`src/rtl/seq_adder_pkg.sv`:
```
// Shared types and elaboration helpers for the digit-serial adder.
package seq_adder_pkg;

  typedef enum logic {
    StIdle,
    StBusy
  } state_e;

  // Number of digit cycles per operation.
  function automatic int unsigned digits(input int unsigned width, input int unsigned digit);
    return width / digit;
  endfunction

  function automatic int unsigned cnt_width(input int unsigned n);
    return (n > 1) ? $clog2(n) : 1;
  endfunction

endpackage

```
`src/rtl/seq_adder_digit_adder.sv`:
```
// Combinational DIGIT-bit ripple slice; also exposes the carry into its top bit.
module digit_adder #(
  parameter int unsigned DIGIT = 2
) (
  input  logic [DIGIT-1:0] a,
  input  logic [DIGIT-1:0] b,
  input  logic             cin,
  output logic [DIGIT-1:0] sum,
  output logic             cout,
  output logic             ctop
);

  always_comb begin
    logic carry;
    carry = cin;
    sum   = '0;
    ctop  = cin;
    for (int i = 0; i < int'(DIGIT); i++) begin
      if (i == int'(DIGIT) - 1) ctop = carry;
      sum[i] = a[i] ^ b[i] ^ carry;
      carry  = (a[i] & b[i]) | (carry & (a[i] ^ b[i]));
    end
    cout = carry;
  end

endmodule

```
`src/rtl/seq_adder.sv`:
```
// Digit-serial adder, LSB digit first, with start/ready/done handshake.
// Define SEQ_ADDER_SUB_EN to add the op port and subtraction.
module seq_adder
  import seq_adder_pkg::*;
#(
  parameter int unsigned WIDTH = 8,
  parameter int unsigned DIGIT = 2
) (
  input  logic             clk,
  input  logic             rst,
  input  logic             start,
  output logic             ready,
  input  logic [WIDTH-1:0] A,
  input  logic [WIDTH-1:0] B,
  input  logic             CarryIN,
`ifdef SEQ_ADDER_SUB_EN
  input  logic             op,
`endif
  output logic [WIDTH-1:0] Y,
  output logic             CarryOUT,
  output logic             overflow,
  output logic             done
);

  localparam int unsigned N    = digits(WIDTH, DIGIT);
  localparam int unsigned CntW = cnt_width(N);

  if (DIGIT < 1 || WIDTH < 2 || (WIDTH % DIGIT) != 0) begin : g_bad_params
    $fatal(1, "seq_adder: WIDTH must be >= 2 and a multiple of DIGIT >= 1");
  end

  state_e            state;
  logic [CntW-1:0]   cnt;
  logic              carry;
  logic              op_q;
  logic [WIDTH-1:0]  a_q, b_q, res_q;

  logic [DIGIT-1:0]  b_dig, sum_dig;
  logic              d_cout, d_ctop;
  logic [WIDTH-1:0]  res_next;

  // Subtract feeds the inverted B digit; the seed carry supplies the +1.
  assign b_dig = b_q[DIGIT-1:0] ^ {DIGIT{op_q}};

  digit_adder #(
    .DIGIT(DIGIT)
  ) u_digit_adder (
    .a   (a_q[DIGIT-1:0]),
    .b   (b_dig),
    .cin (carry),
    .sum (sum_dig),
    .cout(d_cout),
    .ctop(d_ctop)
  );

  // New digit enters at the top so the first digit lands at bit 0 after N shifts.
  always_comb begin
    res_next = (res_q >> DIGIT) | (WIDTH'(sum_dig) << (WIDTH - DIGIT));
  end

  always_ff @(posedge clk or posedge rst) begin
    if (rst) begin
      state    <= StIdle;
      ready    <= 1'b1;
      done     <= 1'b0;
      Y        <= '0;
      CarryOUT <= 1'b0;
      overflow <= 1'b0;
      cnt      <= '0;
      carry    <= 1'b0;
      op_q     <= 1'b0;
      a_q      <= '0;
      b_q      <= '0;
      res_q    <= '0;
    end else begin
      done <= 1'b0;
      unique case (state)
        StIdle: begin
          if (start) begin
            a_q   <= A;
            b_q   <= B;
            cnt   <= '0;
            state <= StBusy;
            ready <= 1'b0;
`ifdef SEQ_ADDER_SUB_EN
            op_q  <= op;
            carry <= op ? 1'b1 : CarryIN;
`else
            op_q  <= 1'b0;
            carry <= CarryIN;
`endif
          end
        end
        StBusy: begin
          a_q   <= a_q >> DIGIT;
          b_q   <= b_q >> DIGIT;
          res_q <= res_next;
          carry <= d_cout;
          cnt   <= cnt + 1'b1;
          if (cnt == CntW'(N - 1)) begin
            state    <= StIdle;
            ready    <= 1'b1;
            done     <= 1'b1;
            Y        <= res_next;
            CarryOUT <= d_cout;
            overflow <= d_cout ^ d_ctop;
          end
        end
        default: state <= StIdle;
      endcase
    end
  end

endmodule

```
`config.mk`:
```
export PLATFORM = sky130hd
export DESIGN_NAME = seq_adder
export DESIGN_NICKNAME = d
export VERILOG_FILES = /design/src/rtl/seq_adder_pkg.sv /design/src/rtl/seq_adder_digit_adder.sv /design/src/rtl/seq_adder.sv
export SDC_FILE = /design/constraint.sdc
export NUM_CORES = 1
export LEC_CHECK = 0
export ABC_AREA = 1
export CORE_MARGIN = 2
export CORE_UTILIZATION = 45
export CTS_CLUSTER_DIAMETER = 80
export DETAILED_ROUTE_END_ITERATION = 8
export PLACE_DENSITY = 0.74
export SYNTH_ARGS = -nofsm -noshare
export SYNTH_HDL_FRONTEND = slang
export SYNTH_SLANG_ARGS = --single-unit
```
`constraint.sdc`:
```
create_clock -name clk -period 2.1 [get_ports clk]
set_input_delay 0.525 -clock clk [delete_from_list [all_inputs] [get_ports clk]]
set_output_delay 0.525 -clock clk [all_outputs]
set_load 0.02 [all_outputs]
```
* Word-level counts from Yosys, hierarchy flattened
Index checks and enable logic that the tools add are counted.
Operators by class: $add $sub $neg 1, multipliers 0, divide/modulo/power cells 0, $lt $le $gt $ge 0, equal/unequal tests 3, shift operators 0, muxes and demuxes 16, bitwise logic cells 13, reduce and logical (&&, ||, !) cells 2
Operator list (count):
- case mux 8 bit (2 select lines) | 2
- 2-to-1 mux 8 bit | 2
- OR 6 x 8 -> 8 bit | 1
- 2-to-1 mux 1 bit | 7
- case mux 1 bit (2 select lines) | 3
- bitwise XOR 1 bit | 5
- AND 1 bit | 4
- case mux 2 bit (2 select lines) | 1
- AND reduction 2 bit | 2
- adder 2 x 1 -> 2 bit, second input constant | 1
- == test 2 bit, second input constant | 1
- 2-to-1 mux 2 bit | 1
- != test 2 x 1 -> 1 bit, second input constant | 1
- != test 2 bit, second input constant | 1
- OR 1 bit | 2
- inverter 1 bit | 1
Word-level totals: bits in registers 40, latch bits 0, bits in writable memories 0, bits in read-only memories 0, output and inout port bits 12, word-level logic and storage cells 46, memories kept 0

* Longest topological paths before layout
depth in word-level cells 6, mapped depth 7, gate-level depth less buffers 7

* By module
From an unflattened synthesis, not the netlist that was laid out.
Second synthesis, totals: cells, all modules 175, area, all modules 1626.6 µm²
By module, submodules not included:
- seq_adder | instances 1, cells each 173, area each 1586.5 µm², sequential area each 952.2 µm²
- digit_adder | instances 1, cells each 2, area each 40.0 µm², sequential area each 0.0 µm²

* Worst setup path before layout
No wires, ideal clock.
kind register to register, start point register carry, end point register overflow, arrival 1488 ps, required time 1983 ps, slack 495 ps, cell stages (with the launch flop) 8, path through dfrtp_1 inv_1 fa_1 fa_1 inv_1 nand2_1 nand3_1 nand2_1
On the way: longest elaborated chain between the ends 5
RTL lines:
- from (decl) | RTL line seq_adder.sv:34 | logic carry;
- from (signal assigned) | RTL line seq_adder.sv:90 | carry <= CarryIN;
- from (signal assigned) | RTL line seq_adder.sv:98 | carry <= d_cout;
- AND 1 bit * | RTL line seq_adder_digit_adder.sv:21 | carry = (a[i] & b[i]) | (carry & (a[i] ^ b[i]));
- OR 1 bit * | RTL line seq_adder_digit_adder.sv:21
- AND 1 bit | RTL line seq_adder_digit_adder.sv:21
- OR 1 bit | RTL line seq_adder_digit_adder.sv:21
- bitwise XOR 1 bit * | RTL line seq_adder.sv:106 | overflow <= d_cout ^ d_ctop;
- to (signal assigned) | RTL line seq_adder.sv:106
- to (decl) | RTL line seq_adder.sv:21 | output logic overflow,
Every way passes the cells marked *; elsewhere a longest branch is shown, timed or not. A chain may end at the register's enable or synchronous reset.

* Worst setup path after layout
start point register ready, end point output port ready
RTL lines:
- from (decl) | RTL line seq_adder.sv:12 | output logic ready,
- from (signal assigned) | RTL line seq_adder.sv:64 | ready <= 1'b1;
- from (signal assigned) | RTL line seq_adder.sv:84 | ready <= 1'b0;
- from (signal assigned) | RTL line seq_adder.sv:102 | ready <= 1'b1;
No word-level cell between the ends.

==> qor.yml <==
status: "finished, final reports clean"
post-route-min-period_ns: 1.93
maxCapViolations: 0
die_w_um: 65.4
grtUsageTotal_pct: 15.6
cts.path.max_buffers: 2
port_buffers: 31
fillCellCount: 344
cts.clk_slew.worst_paths_ns: 0.07
crit_path_end_kind: "output port"
design.die.area_um2: 4270
nets: 233
fp-row-count: 22
cts_resized: 0
drc_errors: 0
cp-start-kind: "flip-flop"
ant_nets: 0
fin_total_pwr_mw: 3.06
fin_ws_ns: 0.173
path_max_fanout: 2
avgSynthCellArea_um2: 9.47
crit_buf_inv: 1
crit_required_ns: 1.57
p_leak_nw: 1.03
cp_slowest_cell: "clkdlybuf4s50_1"
h-tree-depth: 2
fin_tns_setup_ns: 0
synth_nets: 202
hold_start: "b_q[7]"
drv_slew: 0
synth_seq_area_share_pct: 56.2
dp_hpwl_mm: 1.84
antenna_found_initial: 0
setup_viol: 0
ys_warn_count: 0
io_pins: 32
clkLatencyLatePin_ns: 0.29
worst_slew_pin_slew_ns: 0.642
gr-total-overflow: 0
wl_per_cell_um: 10.7
holdWs_ns: 0.472
cts_tree: "done"
cts.sink_count: 38
routed_wl_mm: 2.78
p_per_area_nw_per_um2: 1430
synth_cell_types: 17
drtIter0Drc: 105
slew_headroom_pct: 57.2
ir_worst_vdd_uv: 457
critPathMaxStageDelay_ns: 0.59
drive_gt1_share_pct: 11.4
cpLargestDelayFamily: "buffers and inverters"
area_growth_syn_to_layout_pct: 25.8
fin_util_pct: 58.7
cts_setup_buffers: 0
hp-class: "reg -> reg"
root_buffer: "clkbuf_8"
synth_seq_cells: 38
postCtsHoldBufs: 0
grt_max_degree: 39
crit_chain: "clkdlybuf4s50_1"
multi_input_area_um2: 583
antenna-diode-count: 0
clock-skew-final_ns: 0.00914
netlist_instances: 179
core-area_um2: 3630
die_h_um: 65.4
min_period_over_period_pct: 91.8
fmax_mhz: 519
grt_pass1_wl_mm: 4.97
r2r-start: "carry"
start_util_pct: 46.7
seq_area_um2: 952
vias: 1245
cts_buffers: 5
drt-pass1-iter-count: 4
hold_viol: 0
gp_congestion: 0.717
cp-startpoint: "ready"
arrival_ns: 1.40
path_class: "reg -> out"
grt_setup_unrepaired: "false"
grt_pass1_vias: 1128
synthesis.area_um2: 1700
dp_slack_ns: 0.270
via_per_inst: 4.81
layout by cell type (no fill, tap or decap):
cell type        Yosys  final
nand2_1             64     64
dfrtp_1             37     37
nand3_1             31     31
clkdlybuf4s50_1      0     31
inv_1               14     14
o21ai_2              8      8
clkbuf_8             0      6
o21ai_0              4      4
buf_4                4      3
o21ai_1              2      2
fa_1                 2      2
bufinv_16            0      2
nand2_8              1      1
inv_2                1      1
nor2_4               1      1
inv_4                1      1
nor2_1               1      1
ha_1                 1      1
dfstp_2              1      1
per-layer routing:
metal | share of wire, % | global-route usage [%] | wire (µm) | up-vias
met3 | 4.7 | 4.11 | 130 | 7
met2 | 45 | 24.2 | 1260 | 33
met5 | 0 | 0 | 0 | -
met4 | 2.4 | 8.59 | 66 | 0
met1 | 48 | 19.8 | 1330 | 573
li1 | - | - | - | 632
synth_stat cells, drive strengths merged:
master | number | share of area [%]
nand2 | 65 | 15
buf | 10 | 5.8
ha | 1 | 0.74
dfstp | 1 | 1.6
inv | 16 | 3.7
nand3 | 31 | 9.2
o21ai | 14 | 5.9
dfrtp | 37 | 55
fa | 2 | 2.4
nor2 | 2 | 0.89
cell type report:
cell class,count,share of cell area [%]
sequential,38,44.6
multi-input combinational,115,27.3
timing repair buffer,34,15.6
clock buffer,6,3.87
inverter,16,2.93
clock inverter,2,2.82
tap,48,2.82
stage by stage:
step	area, µm²	std cells
final	2130	259
after global routing	2130	259
after CTS	2130	259
after detailed placement	1990	251
after global placement	1990	251
after floorplan	1700	179
power by group:
| group | switching [mW] | total, mW | internal, mW |
|---|---|---|---|
| registers | 0.183 | 1.21 | 1.03 |
| clock network | 0.255 | 0.762 | 0.507 |
| logic | 0.614 | 1.09 | 0.471 |
worst register-to-register path, cell delays in order (launching register included):
cell and delay [ns]:
dfrtp_1 0.35, inv_1 0.06, fa_1 0.47, fa_1 0.44, inv_1 0.10, nand2_1 0.05
nand3_1 0.07, nand2_1 0.05
kinds of logic after synthesis:
kind of cell               count (synthesis)  share of synthesized area (%)
buffers and inverters                     26                           9.45
DFF                                       38                           56.2
adders and majority gates                  3                           3.10
AOI/OAI and AO/OA                         14                           5.90
and+or+nand+nor                           98                           25.4
flip-flops by register name, indices dropped and copies added (netlist names):
name and count:
Y 8, cnt 2, carry 1, b_q 8, a_q 8, done 1, ready 1, res_q 6
CarryOUT 1, overflow 1, state 1
worst paths after layout:
check	end	slack, ns	cells after the start
setup / recovery	ready	0.17	1
hold / removal	b_q[7]	0.47	2
setup reg to reg	overflow	0.40	7
hold reg to reg	b_q[7]	0.47	2
max in group asynchronous	ready	1.10	3
min in group asynchronous	Y[0]	0.63	3
(Power assumes the default switching activity.)
